<file path="src/rtl/dm_ctrl_pkg.sv">
// Shared definitions for the data-memory access controller:
// size encodings, FSM states, latched request payload and the alignment rule.
package dm_ctrl_pkg;

   localparam logic [1:0] SZ_BYTE = 2'b00;
   localparam logic [1:0] SZ_HALF = 2'b01;
   localparam logic [1:0] SZ_WORD = 2'b10;

   typedef enum logic [1:0] {
      IDLE = 2'd0,
      EXEC = 2'd1,
      WB   = 2'd2
   } state_t;

   typedef struct packed {
      logic        we;
      logic [1:0]  size;
      logic [31:0] wdata;
   } acc_t;

   // Reserved size 11 is always misaligned.
   function automatic logic misaligned(input logic [1:0] size, input logic [1:0] off);
      logic bad;
      case (size)
         SZ_BYTE: bad = 1'b0;
         SZ_HALF: bad = off[0];
         SZ_WORD: bad = |off;
         default: bad = 1'b1;
      endcase
      return bad;
   endfunction

endpackage

</file>
<file path="src/rtl/dm_lane_merge.sv">
// Little-endian lane handling: load extract with zero-extension, and
// sub-word store merge into an existing memory word.
module dm_lane_merge
   import dm_ctrl_pkg::*;
(
   input  logic [1:0]  size,
   input  logic [1:0]  off,
   input  logic [31:0] word,
   input  logic [31:0] data,
   output logic [31:0] load_data,
   output logic [31:0] store_data
);

   logic [4:0]  sh;
   logic [31:0] lane;
   logic [31:0] mask;

   // Halfword callers are aligned, so off*8 equals the halfword lane offset.
   always_comb begin
      sh         = {off, 3'b000};
      lane       = word >> sh;
      mask       = 32'h0;
      load_data  = word;
      store_data = data;
      case (size)
         SZ_BYTE: begin
            load_data  = {24'h0, lane[7:0]};
            mask       = 32'h0000_00FF << sh;
            store_data = (word & ~mask) | ({24'h0, data[7:0]} << sh);
         end
         SZ_HALF: begin
            load_data  = {16'h0, lane[15:0]};
            mask       = 32'h0000_FFFF << sh;
            store_data = (word & ~mask) | ({16'h0, data[15:0]} << sh);
         end
         default: ;
      endcase
   end

endmodule

</file>
<file path="src/rtl/dm_ctrl.sv">
// Two-port round-robin data-memory controller: byte/half/word access on a
// word-only single-port DM, with read-modify-write for sub-word stores.
module dm_ctrl
   import dm_ctrl_pkg::*;
#(
   parameter int unsigned ADDR_W = 10
) (
   input  logic                clk,
   input  logic                rst,
   input  logic                req_0,
   input  logic                we_0,
   input  logic [1:0]          size_0,
   input  logic [ADDR_W+1:0]   addr_0,
   input  logic [31:0]         wdata_0,
   output logic                gnt_0,
   output logic                done_0,
   output logic [31:0]         rdata_0,
   output logic                err_0,
   input  logic                req_1,
   input  logic                we_1,
   input  logic [1:0]          size_1,
   input  logic [ADDR_W+1:0]   addr_1,
   input  logic [31:0]         wdata_1,
   output logic                gnt_1,
   output logic                done_1,
   output logic [31:0]         rdata_1,
   output logic                err_1,
   output logic                dm_read,
   output logic                dm_write,
   output logic [ADDR_W-1:0]   dm_addr,
   output logic [31:0]         dm_wdata,
   input  logic [31:0]         dm_rdata
);

   localparam int unsigned BA_W = ADDR_W + 2;

   state_t            state, state_n;
   logic              last;
   logic              port;
   logic              sel;
   logic              bad;
   logic              fin;
   acc_t              acc_q, acc_sel;
   logic [BA_W-1:0]   addr_q, addr_sel;
   logic [31:0]       merge_q;
   logic [31:0]       lane_word;
   logic [31:0]       load_data;
   logic [31:0]       store_data;

   // Round-robin: on a tie the port not granted last wins.
   always_comb begin
      sel      = (req_0 & req_1) ? ~last : req_1;
      acc_sel  = sel ? {we_1, size_1, wdata_1} : {we_0, size_0, wdata_0};
      addr_sel = sel ? addr_1 : addr_0;
   end

   assign lane_word = (state == WB) ? merge_q : dm_rdata;

   dm_lane_merge u_lane (
      .size       (acc_q.size),
      .off        (addr_q[1:0]),
      .word       (lane_word),
      .data       (acc_q.wdata),
      .load_data  (load_data),
      .store_data (store_data)
   );

   always_comb begin
      state_n  = state;
      gnt_0    = 1'b0;
      gnt_1    = 1'b0;
      dm_read  = 1'b0;
      dm_write = 1'b0;
      dm_addr  = '0;
      dm_wdata = '0;
      fin      = 1'b0;
      case (state)
         IDLE: begin
            if (req_0 | req_1) begin
               gnt_0   = ~sel;
               gnt_1   = sel;
               state_n = EXEC;
            end
         end
         EXEC: begin
            state_n = IDLE;
            fin     = 1'b1;
            if (!bad) begin
               dm_addr = addr_q[BA_W-1:2];
               if (!acc_q.we) begin
                  dm_read = 1'b1;
               end else if (acc_q.size == SZ_WORD) begin
                  dm_write = 1'b1;
                  dm_wdata = acc_q.wdata;
               end else begin
                  dm_read = 1'b1;
                  fin     = 1'b0;
                  state_n = WB;
               end
            end
         end
         WB: begin
            dm_write = 1'b1;
            dm_addr  = addr_q[BA_W-1:2];
            dm_wdata = store_data;
            fin      = 1'b1;
            state_n  = IDLE;
         end
         default: state_n = IDLE;
      endcase
      // Reset suppresses grants and any DM strobe in the same cycle.
      if (rst) begin
         gnt_0    = 1'b0;
         gnt_1    = 1'b0;
         dm_read  = 1'b0;
         dm_write = 1'b0;
         dm_addr  = '0;
         dm_wdata = '0;
         fin      = 1'b0;
         state_n  = IDLE;
      end
   end

   always_ff @(posedge clk) begin
      if (rst) begin
         state   <= IDLE;
         last    <= 1'b1;
         port    <= 1'b0;
         bad     <= 1'b0;
         acc_q   <= '0;
         addr_q  <= '0;
         merge_q <= '0;
         done_0  <= 1'b0;
         done_1  <= 1'b0;
         err_0   <= 1'b0;
         err_1   <= 1'b0;
         rdata_0 <= '0;
         rdata_1 <= '0;
      end else begin
         state <= state_n;
         if (gnt_0 | gnt_1) begin
            port   <= sel;
            last   <= sel;
            acc_q  <= acc_sel;
            addr_q <= addr_sel;
            bad    <= misaligned(acc_sel.size, addr_sel[1:0]);
         end
         if (state == EXEC) merge_q <= dm_rdata;
         done_0  <= fin & ~port;
         done_1  <= fin & port;
         err_0   <= fin & bad & ~port;
         err_1   <= fin & bad & port;
         rdata_0 <= (fin & ~bad & ~acc_q.we & ~port) ? load_data : '0;
         rdata_1 <= (fin & ~bad & ~acc_q.we & port) ? load_data : '0;
      end
   end

endmodule

</file>
<file path="config.mk">
export PLATFORM = sky130hd
export DESIGN_NAME = dm_ctrl
export DESIGN_NICKNAME = d
export VERILOG_FILES = /design/src/rtl/dm_ctrl_pkg.sv /design/src/rtl/dm_lane_merge.sv /design/src/rtl/dm_ctrl.sv
export SDC_FILE = /design/constraint.sdc
export NUM_CORES = 1
export LEC_CHECK = 0
export ABC_AREA = 0
export BUFFER_PORTS_ARGS = -buffer_cell sky130_fd_sc_hd__buf_2
export CAP_MARGIN = 30
export CORE_ASPECT_RATIO = 1.75
export CORE_UTILIZATION = 56
export DETAILED_ROUTE_END_ITERATION = 16
export PLACE_DENSITY = 0.95
export SYNTH_ARGS = -nofsm -noshare
export SYNTH_HDL_FRONTEND = slang
export SYNTH_SLANG_ARGS = --single-unit
export TNS_END_PERCENT = 5
</file>
<file path="constraint.sdc">
create_clock -name clk -period 4.6 [get_ports clk]
set_input_delay 0.69 -clock clk [delete_from_list [all_inputs] [get_ports clk]]
set_output_delay 0.69 -clock clk [all_outputs]
set_load 0.05 [all_outputs]
</file>
# After elaboration in Yosys (flattened, before gate mapping)
# Cells that the tools add are included.
# classes
eq_ne,7
shifts,5
muxes,40
n_bitwise,25
n_reduce_logical,6
# ops
op,n
one-hot mux 32 bit (2 select lines),3
two-way mux 32 bit,5
AND 32 bit,2
NOT 32 bit,2
bitwise OR 32 bit,2
two-way mux 35 bit,1
<< shifter 16 x 5 -> 32 bit,1
"<< shifter 16 x 5 -> 32 bit, first input constant",1
<< shifter 8 x 5 -> 32 bit,1
"<< shifter 8 x 5 -> 32 bit, first input constant",1
right shift 32 x 5 -> 16 bit,1
two-way mux 10 bit,2
one-hot mux 10 bit (2 select lines),1
two-way mux 1 bit,19
two-way mux 12 bit,1
AND 1 bit,10
two-way mux 2 bit,4
NOT 1 bit,7
"equality test 2 x 1 -> 1 bit, second input constant",3
"equality test 2 bit, second input constant",3
logical NOT 2 bit,3
OR reduction 2 bit,3
one-hot mux 1 bit (2 select lines),2
one-hot mux 2 bit (2 select lines),1
3 further kinds,4
# totals
reg_bits,152
in_bits,130
elab_cells,98

# Depth between registers and ports, before layout
# depth
depth_word,11
mapped_depth,9

# By module
# From an unflattened synthesis, not the netlist that was laid out.
# hier_totals
hier_cells,876
hier_area_um2,8210.4
# modules_own_cells
module,n_inst,cells_per_inst,area_per_inst_um2
dm_ctrl,1,631,6587.6
dm_lane_merge,1,245,1622.8

# Worst setup path before layout
# No wires, ideal clock.
# synth_path
path_type,register to output
startpoint,register addr_q[0]
endpoint,output port dm_wdata[0]
arrival_time_ns,2.318
required_time_ns,3.910
slack_ns,1.592
path_stages_with_launch,8
cell_sequence,dfxtp_1 -> buf_2 -> inv_1 -> clkbuf_1 -> ha_1 -> nor3_1 -> a32oi_1 -> nor2_1
# synth_via
elab_chain_cells,7
word_cells_on_any_way,13
cone_classes,shift: 4; mux: 3; bitwise: 6
# synth_lines
item,line_no,rtl
"start, declared",dm_ctrl.sv:44,"logic [BA_W-1:0] addr_q, addr_sel;"
"start signal, assigned",dm_ctrl.sv:145,addr_q <= addr_sel;
<< shifter 16 x 5 -> 32 bit / << shifter 8 x 5 -> 32 bit (equally long branches),"dm_lane_merge.sv:33, dm_lane_merge.sv:28",
"NOT 32 bit, on equally long branches","dm_lane_merge.sv:34, dm_lane_merge.sv:29",
"AND 32 bit, on equally long branches","dm_lane_merge.sv:34, dm_lane_merge.sv:29",
"bitwise OR 32 bit, on equally long branches","dm_lane_merge.sv:34, dm_lane_merge.sv:29",
one-hot mux 32 bit (2 select lines) *,dm_lane_merge.sv:25,case (size)
one-hot mux 32 bit (2 select lines) *,dm_ctrl.sv:77,case (state)
two-way mux 32 bit *,dm_ctrl.sv:112,if (rst) begin
"end, declared",dm_ctrl.sv:31,"output logic [31:0] dm_wdata,"
# Every way passes the cells marked *; elsewhere a longest branch is shown, timed or not.

# Final worst setup path
# layout_path
startpoint,register state[0]
endpoint,output port dm_wdata[22]
# layout_via
elab_chain_cells,7
word_cells_on_any_way,10
cone_classes,eq/ne: 2; mux: 4; bitwise: 4
# layout_lines
item,line_no,rtl
"start, declared",dm_ctrl.sv:37,"state_t state, state_n;"
"start signal, assigned",dm_ctrl.sv:140,state <= state_n;
equality test 2 bit,"dm_ctrl.sv:57, dm_ctrl.sv:77",
two-way mux 32 bit,dm_ctrl.sv:57,assign lane_word = (state == WB) ? merge_q : dm_rdata;
"AND 32 bit, on equally long branches","dm_lane_merge.sv:34, dm_lane_merge.sv:29",
"bitwise OR 32 bit, on equally long branches","dm_lane_merge.sv:34, dm_lane_merge.sv:29",
one-hot mux 32 bit (2 select lines),dm_lane_merge.sv:25,
one-hot mux 32 bit (2 select lines) *,dm_ctrl.sv:77,
two-way mux 32 bit *,dm_ctrl.sv:112,
# Marks and branches as above.

==> impl_results.md <==
* Status: finished clean
* FILL cells at between 1k and 1.5k
* Post-synthesis adder-cell area fraction at between 1 and 1.5%
* Slowest library cell on the worst path: ha_2
* Final Hold Viols at 0
* Clk buf depth at 2
* Setup CP Type: flop to primary output
* Height of the die at 159.7 um
* Number of setup buffers added after CTS at 0
* CTS tree: yes
* Clock transition at path regs at approximately 60 ps
* Initial Util at between 50% and 60%
* Ys async rst share at 0%
* XOR/XNOR share of the synthesized area at 0%
* Post-synth cell types at 58
* Clk_lat worst skew at 430 ps
* Nets at approximately 1.2k
* Initial antenna violation count at 3
* Worst slack at placement at 1422 ps
* Largest net degree at the start of global routing at 67
* Most common cell after layout, fill and taps aside: buf_2
* Slowest stage delay, CP at about 670 ps
* Gr ovfl total at 0
* Period minus WS final at between 3000 and 4000 ps
* Final WS setup at between 800 and 900 ps
* Die width at roughly 90 um
* Mux contribution to synthesized area at between 10% and 20%
* Max-Slew Margin vs Limit at 30.88%
* Wire length per cell at ~20 um
* Worst EP required at slightly below 4000 ps
* Sequential fraction of the synthesis area at approximately two fifths
* Die area at roughly 15000 um^2
* Tot GR Track Use at 34.64%
* Initial drt markers at about 680
* Crit end category: primary output
* Ys Warns at 0
* Antenna Nets Post-Route at 0
* Max cap viols at 0
* Clock skew at around 11 ps
* CTS H-tree lvls at 4
* Root Buffer: clkbuf_16
* Avg Cell Area, Syn at around 9.2 um^2
* Post-CTS Resized at 0
* Most common flop cell mapped by yosys: dfxtp_1
* Final setup TNS at 0 ps
* Simple logic cell fraction of the synthesized area at a little under a fifth
* I/O Pins at around 240
* WL final at roughly 25000 um
* F_max at approximately 270 MHz
* Final period utilization at approximately four fifths
* Cells after Synth at approximately 870
* Critical path arrival at 3050 ps
* Area delta synth->final at 23.10%
* Layout cells sized above 1 at 35.26%
* Final RePlAce weighted congestion at around 1
* Worst IR Drop VDD at between 0.2 and 0.3 mV
* Final Setup Violations at 0
* Most frequent cells in the layout: 243 x buf_2, 152 x dfxtp_1, 148 x nor2_1, 106 x mux2i_1, 49 x a31o_2
* DRC viols at 0
* DR vias at between 7k and 8k
* Pwr dens at 380.1 nW/um^2
* P_leak at 0.004349 uW
* Max-slew violation count at 0
* DR pass1 iterations at 5
* Largest fanout on the critical path at 25
* EDFF count, synth at 0
* Core Rows at 57
* Clock sinks at ~150
* Vias in the first global route at roughly 7.4k
* Slew @ Worst Pin at between 1000 and 1500 ps
* Synth Area in Compound Gates at between 10% and 20%
* Crit path cell chain: inv_1 -> ha_2 -> buf_4 -> nand3_1 -> a32oi_1 -> a21o_1 -> buf_2
* Num CTS Buffers at 17
* Core Area at 13910 um^2
* Wire length of the first global-routing pass at 39320 um
* Yosys reg bits at roughly 150
* CTS Hold Bufs at 0
* Startpoint types: flop
* Hold crit path type: flop to flop
* Synthesized Nets at 1006
* Post-synth design cell area at between 7000 and 8000 um^2
* Unrepaired setup endpoints after global routing: false
* PortBufs at about 240
* Largest family of logic cells by synthesized area: compound AO/OA/AOI/OAI gates
* DR vias/cell at ~6.2
* DP HPWL at approximately 18000 um
where the power goes:
group | total (uW) | internal, uW | switching [uW]
Sequential | 1540 | 1410 | 124
Clock | 1380 | 803 | 577
Combinational | 806 | 323 | 482
Total | 3720 | 2540 | 1180
sequential cells by signal (all words and copies together) (netlist names), 2 cells and up:
name     flops
rdata_0     32
rdata_1     32
state        2
addr_q      12
acc_q       35
merge_q     32
cells in the mapped netlist (all sizes together), types with 8 or more instances:
library cell	number	share of area [%]
a21o	9	0.85
a21oi	23	1.4
a221oi	9	0.99
a31o	49	5.4
a32o	14	1.8
a32oi	16	1.8
and2	16	1.3
and3b	8	0.88
buf	36	2.6
clkbuf	34	1.6
dfxtp	152	38
inv	14	0.66
mux2	15	2.1
mux2i	106	13
nand2	14	0.66
nand3	20	1.3
nor2	148	7.0
nor2b	18	1.4
nor3	43	3.1
o21ai	32	2.0
critical path: cells and delay by family, from the launching register on:
family          cells  cell delay [ps]
compound gates      2              510
fa+ha+maj           1              670
buf+inv             3              740
flops               1              320
simple gates        1              360
final cells by class:
class                      instances  area, um^2  share of cell area [%]
antenna                            3       7.507                 0.07664
multi-input combinational        633        4554                   46.49
tap                              177       221.5                   2.261
timing repair buffer             260        1344                   13.72
sequential                       152        3043                   31.06
clock inverter                    12       143.9                   1.469
clock buffer                      18       429.2                   4.381
inverter                          14       52.55                  0.5365
stage by stage:
stage	total power (uW)	area, um^2	util [%]	hold WS (ps)	std cells
detailed placement	2338	9215	66.26	453.2	1236
global route	3860	9796	70.44	496.8	1269
global placement	2315	9215	66.26	455.8	1236
floorplan	2095	7958	-	432.7	869
CTS	3703	9788	70.38	462.8	1266
finish	3723	9796	70.44	462.0	1269
metal layers:
layer  part of all wire [%]  vias to the layer above  GRT usage, %
li1                       -                     3612             -
met1                     35                     3679         38.28
met2                     51                      482         59.23
met3                    7.1                      126         5.714
met4                    6.7                        0         24.86
met5                      0                        -             0
final timing paths:
path | startpoint | endpoint | slack, ps | cells past startpoint
worst max-delay path | state[0] | dm_wdata[22] | 860 | 7
worst min-delay path | state[0] | state[0] | 460 | 2
worst max register to register | state[0] | rdata_0[4] | 1830 | 7
worst min register to register | state[0] | state[0] | 460 | 2
kinds of logic after synthesis:
kind of cell / count (synthesis)
simple gates: 299
compound gates: 200
flops: 152
mux: 127
buf+inv: 84
fa+ha+maj: 7
(Power assumes the default switching activity.)
